File: src/rtl/led_mode_ctrl.sv
// Three-LED pattern controller: key pulses select mode, speed and pause; a prescaler
// with an optional slow sub-divider paces the RUN rotation and BLINK toggling.
module led_mode_ctrl #(
  parameter int unsigned TICK_DIV = 25000000,
  parameter int unsigned SLOW_MUL = 4
) (
  input  logic       clk,
  input  logic       rst_n,
  input  logic [2:0] key_p,
  output logic [2:0] led,
  output logic [1:0] mode,
  output logic       slow,
  output logic       paused
);

  typedef enum logic [1:0] {
    StOff    = 2'd0,
    StStatic = 2'd1,
    StRun    = 2'd2,
    StBlink  = 2'd3
  } mode_e;

  localparam logic [24:0] TickLast = 25'(TICK_DIV - 1);
  localparam logic [1:0]  SubLast  = 2'(SLOW_MUL - 1);

  mode_e       mode_q, mode_d;
  logic [2:0]  led_q, led_d;
  logic        slow_q, slow_d;
  logic        paused_q, paused_d;
  logic [24:0] cnt_q, cnt_d;
  logic [1:0]  sub_q, sub_d;

  logic running;
  logic fast_tick;
  logic step;

  function automatic mode_e next_mode(input mode_e m);
    unique case (m)
      StOff:    next_mode = StStatic;
      StStatic: next_mode = StRun;
      StRun:    next_mode = StBlink;
      StBlink:  next_mode = StOff;
      default:  next_mode = StOff;
    endcase
  endfunction

  function automatic logic [2:0] init_led(input mode_e m);
    unique case (m)
      StOff:    init_led = 3'b000;
      StStatic: init_led = 3'b111;
      StRun:    init_led = 3'b001;
      StBlink:  init_led = 3'b111;
      default:  init_led = 3'b000;
    endcase
  endfunction

  // Pattern timing only advances in the animated modes while not paused.
  always_comb begin
    running   = ((mode_q == StRun) || (mode_q == StBlink)) && !paused_q;
    fast_tick = running && (cnt_q == TickLast);
    step      = fast_tick && (!slow_q || (sub_q == SubLast));
  end

  always_comb begin
    mode_d   = mode_q;
    led_d    = led_q;
    slow_d   = slow_q;
    paused_d = paused_q;
    cnt_d    = cnt_q;
    sub_d    = sub_q;

    if (running) begin
      cnt_d = fast_tick ? 25'd0 : cnt_q + 25'd1;
      if (fast_tick) begin
        sub_d = (sub_q == SubLast) ? 2'd0 : sub_q + 2'd1;
      end
    end

    if (step) begin
      unique case (mode_q)
        StRun:   led_d = {led_q[1:0], led_q[2]};
        StBlink: led_d = ~led_q;
        default: led_d = led_q;
      endcase
    end

    if (key_p[1]) begin
      slow_d = ~slow_q;
      sub_d  = 2'd0;
    end

    // A mode change overrides any step and pause request in the same cycle.
    if (key_p[0]) begin
      mode_d   = next_mode(mode_q);
      led_d    = init_led(mode_d);
      paused_d = 1'b0;
      cnt_d    = 25'd0;
      sub_d    = 2'd0;
    end else if (key_p[2] && ((mode_q == StRun) || (mode_q == StBlink))) begin
      paused_d = ~paused_q;
    end
  end

  always_ff @(posedge clk or negedge rst_n) begin
    if (!rst_n) begin
      mode_q   <= StOff;
      led_q    <= 3'b000;
      slow_q   <= 1'b0;
      paused_q <= 1'b0;
      cnt_q    <= 25'd0;
      sub_q    <= 2'd0;
    end else begin
      mode_q   <= mode_d;
      led_q    <= led_d;
      slow_q   <= slow_d;
      paused_q <= paused_d;
      cnt_q    <= cnt_d;
      sub_q    <= sub_d;
    end
  end

  assign led    = led_q;
  assign mode   = mode_q;
  assign slow   = slow_q;
  assign paused = paused_q;

endmodule

File: config.mk
export PLATFORM = sky130hd
export DESIGN_NAME = led_mode_ctrl
export DESIGN_NICKNAME = d
export VERILOG_FILES = /design/src/rtl/led_mode_ctrl.sv
export SDC_FILE = /design/constraint.sdc
export NUM_CORES = 1
export LEC_CHECK = 0
export CAP_MARGIN = 0
export CORE_ASPECT_RATIO = 0.5
export CORE_MARGIN = 4
export CORE_UTILIZATION = 60
export CTS_BUF_LIST = sky130_fd_sc_hd__clkbuf_8
export DETAILED_ROUTE_END_ITERATION = 10
export GPL_TIMING_DRIVEN = 1
export PLACE_DENSITY = 0.8
export SLEW_MARGIN = 10
export SYNTH_ARGS = -nofsm -noshare
export SYNTH_HDL_FRONTEND = slang
export SYNTH_SLANG_ARGS = --single-unit
File: constraint.sdc
create_clock -name clk -period 6.4 [get_ports clk]
set_input_delay 1.6 -clock clk [delete_from_list [all_inputs] [get_ports clk]]
set_output_delay 1.6 -clock clk [all_outputs]
set_load 0.005 [all_outputs]
==> impl_metrics.yaml <==
routing:
  avgRoutedWirePerCell_um: 16.38
  wl_um: 4423
  drtIter0Drc: 118
  drc: 0
  num_vias: 1725
  ant_nets: 0
  dr.pass1.iters: 4
  viasPerCell: 6.389
sta:
  worst_pin_slew_ns: 0.7703
  rsz0062_at_grt: "false"
  hold_viol: 0
  fin_crit_sh: 0.6122
  whs_ns: 0.5107
  max_freq_mhz: 255.2
  finalCriticalPeriod_ns: 3.918
  relSlewSlack: 0.4849
  finClkSkew_ns: 0.01151
  fin_setup_tns_ns: 0
  drv_slew: 0
  setup_violations: 0
floorplan:
  row_count: 14
  die_x_um: 89.26
  core_mm2: 0.003083
  die_area_mm2: 0.004340
  start_util: 0.6425
  ioPinCount: 12
  fp.dieH_um: 48.63
flow_run:
  maxCapViolations: 0
clocking:
  cts_hold_buf: 0
  clkTransAtPathRegs_ns: 0.08
  clk_latency_ns: 0.29
  clk_path_buf_depth: 2
  root_buffer: "clkbuf_8"
  cts.repair.resized: 0
  postCtsSetupBuffers: 0
  htree_levels: 2
  clock_sinks: 34
  tritoncts: "built"
  cts_inserted_buffers: 5
global_route:
  track_usage: 0.2319
  antenna_found_initial: 0
  grt_max_degree: 35
  grt_pass1_vias: 1672
  grt_first_pass_wirelength_um: 7866
  grt-ovfl-total: 0
power_and_ir_drop:
  vdd_ir_drop_max_uv: 260.2
  clkPwrFrac: 0.267
  combPwrFrac: 0.307
  power_per_cell_area_mw_per_mm2: 279.6
  power_switching_mw: 0.2098
  p_leak_nw: 0.8818
  cell_internal_pwr_mw: 0.4107
  switching_share: 0.3381
  p_seq_frac: 0.426
logic_synthesis:
  netlist_instances: 215
  yosys.area.top_type: "dfrtp_1"
  synth-edff-count: 0
  synth.top_cell.area_share: 0.4296
  synth_nets: 225
  synthTopCellsByCount: "34 x dfrtp_1, 25 x nor2_1, 15 x nand2_1, 13 x a21oi_1, 13 x nand3_1"
  ys_seq_area_frac: 0.4296
  synth_area_leaders: "dfrtp_1 43%, nor2_1 4.7%, xor2_1 4.0%"
  yosys_warnings: 0
  ys_types: 48
  synth_area_mm2: 0.001981
  syn_avg_cell_area_um2: 9.212
  synth_most_common_cell: "dfrtp_1"
  ys_seq_elements: 34
  synthArstFlopShare: 1.000
  ys.flop_type: "dfrtp_1"
hold_path:
  worstHoldStart: "slow"
  min_to: "slow"
  holdPathStages: 1
  worstHoldPathType: "reg2reg"
finish:
  fillCellCount: 235
  finalNetCount: 239
  drive_above_1_share: 0.1000
  antenna_cells: 0
  syn_to_final_growth_pct: 12.07
worst_setup_path:
  crit_path_end_kind: "register"
  cp.required_ns: 6.60
  crit_type: "in2reg"
  reg2regPathDepth: 7
  timing.reg2reg.setup_slack_ns: 3.86
  r2r_start: "mode[1]"
  worstPathArrival_ns: 4.11
  r2r_end: "cnt_q[24]"
  critPathMaxFanout: 21
  cp-start-kind: "input pin"
placed_design:
  dp_hpwl_um: 2917
  port_buffers: 11
  place_congestion: 0.8782
run_status:
  outcome: "completed"
-- per-layer routing --
metal,track usage,vias up,share of wire
met5,0,-,0
met3,0.05593,4,0.071
met4,0.07921,0,0.0090
met1,0.3251,838,0.46
li1,-,811,-
met2,0.3496,72,0.46
-- logic make-up after synthesis --
kind of cell             count (synthesis)  share of synthesized area
AND/OR/NAND/NOR                         98                     0.2754
AO/OA/AOI/OAI                           41                     0.1390
flip-flops                              34                     0.4296
buffers and inverters                   18                    0.03663
XOR/XNOR                                14                    0.06191
multiplexers                             5                    0.02590
adder cells (fa/ha/maj)                  5                    0.03159
-- power groups by stage --
stage | Sequential (mW) | Combinational (mW) | Clock [mW]
2_1_floorplan | 0.265 | 0.106 | 0
3_3_place_gp | 0.266 | 0.182 | 0
3_5_place_dp | 0.267 | 0.188 | 0
4_1_cts | 0.264 | 0.192 | 0.167
5_1_grt | 0.269 | 0.218 | 0.179
6_report | 0.264 | 0.191 | 0.166
-- worst max-delay path: stages --
cell and delay [ns]:
clkdlybuf4s50_1 0.97, clkinv_1 0.48, a2111o_1 0.53, or3_1 0.33, a21oi_1 0.19
-- sequential cells by signal, summed over array words and instances, names as in the netlist --
| register | cells |
|---|---|
| cnt_q | 25 |
| led | 3 |
| paused | 1 |
| sub_q | 2 |
| mode | 2 |
| slow | 1 |
-- through the flow --
| stage | utilization | power [mW] | worst slack, ns | instances | instance area (um2) |
|---|---|---|---|---|---|
| detailed placement | 0.6903 | 0.4551 | 2.306 | 262 | 2128 |
| global route | 0.7200 | 0.6655 | 2.294 | 270 | 2220 |
| global placement | 0.6903 | 0.4481 | 2.352 | 262 | 2128 |
| finish | 0.7200 | 0.6205 | 2.482 | 270 | 2220 |
| floorplan | - | 0.3711 | 3.658 | 215 | 1981 |
| CTS | 0.7200 | 0.6227 | 2.529 | 270 | 2220 |
-- placed cells by master (no fill, tap or decap), types with 3 or more instances in the layout --
cell              n
a21oi_1          13
clkbuf_8          6
clkdlybuf4s50_1  11
dfrtp_1          34
ha_1              5
inv_1            12
mux2i_1           4
nand2_1          15
nand3_1          13
nand4_1          11
nor2_1           25
nor3_1            8
o21ai_0          11
o32ai_1           3
or3_1             6
xnor2_1           5
xor2_1            9
-- how the worst max path moves through the flow --
stage	to	cells past startpoint	start	slack (ns)
floorplan	cnt_q[13]	4	key_p[0]	3.66
global placement	cnt_q[12]	6	key_p[0]	2.35
detailed placement	cnt_q[12]	6	key_p[0]	2.31
CTS	cnt_q[10]	5	key_p[0]	2.53
global route	cnt_q[10]	5	key_p[0]	2.29
finish	cnt_q[10]	5	key_p[0]	2.48
-- area by class of cell --
| type | instances | area (um2) | area share |
|---|---|---|---|
| clock inverters | 2 | 8.758 | 0.003946 |
| inverters | 12 | 45.04 | 0.02029 |
| well taps | 40 | 50.05 | 0.02255 |
| flip-flops and latches | 34 | 850.8 | 0.3833 |
| multi-input cells | 163 | 1057 | 0.4763 |
| clock buffers | 6 | 82.58 | 0.03720 |
| repair buffers | 13 | 125.1 | 0.05637 |
Power figures use the tool's default switching activity.
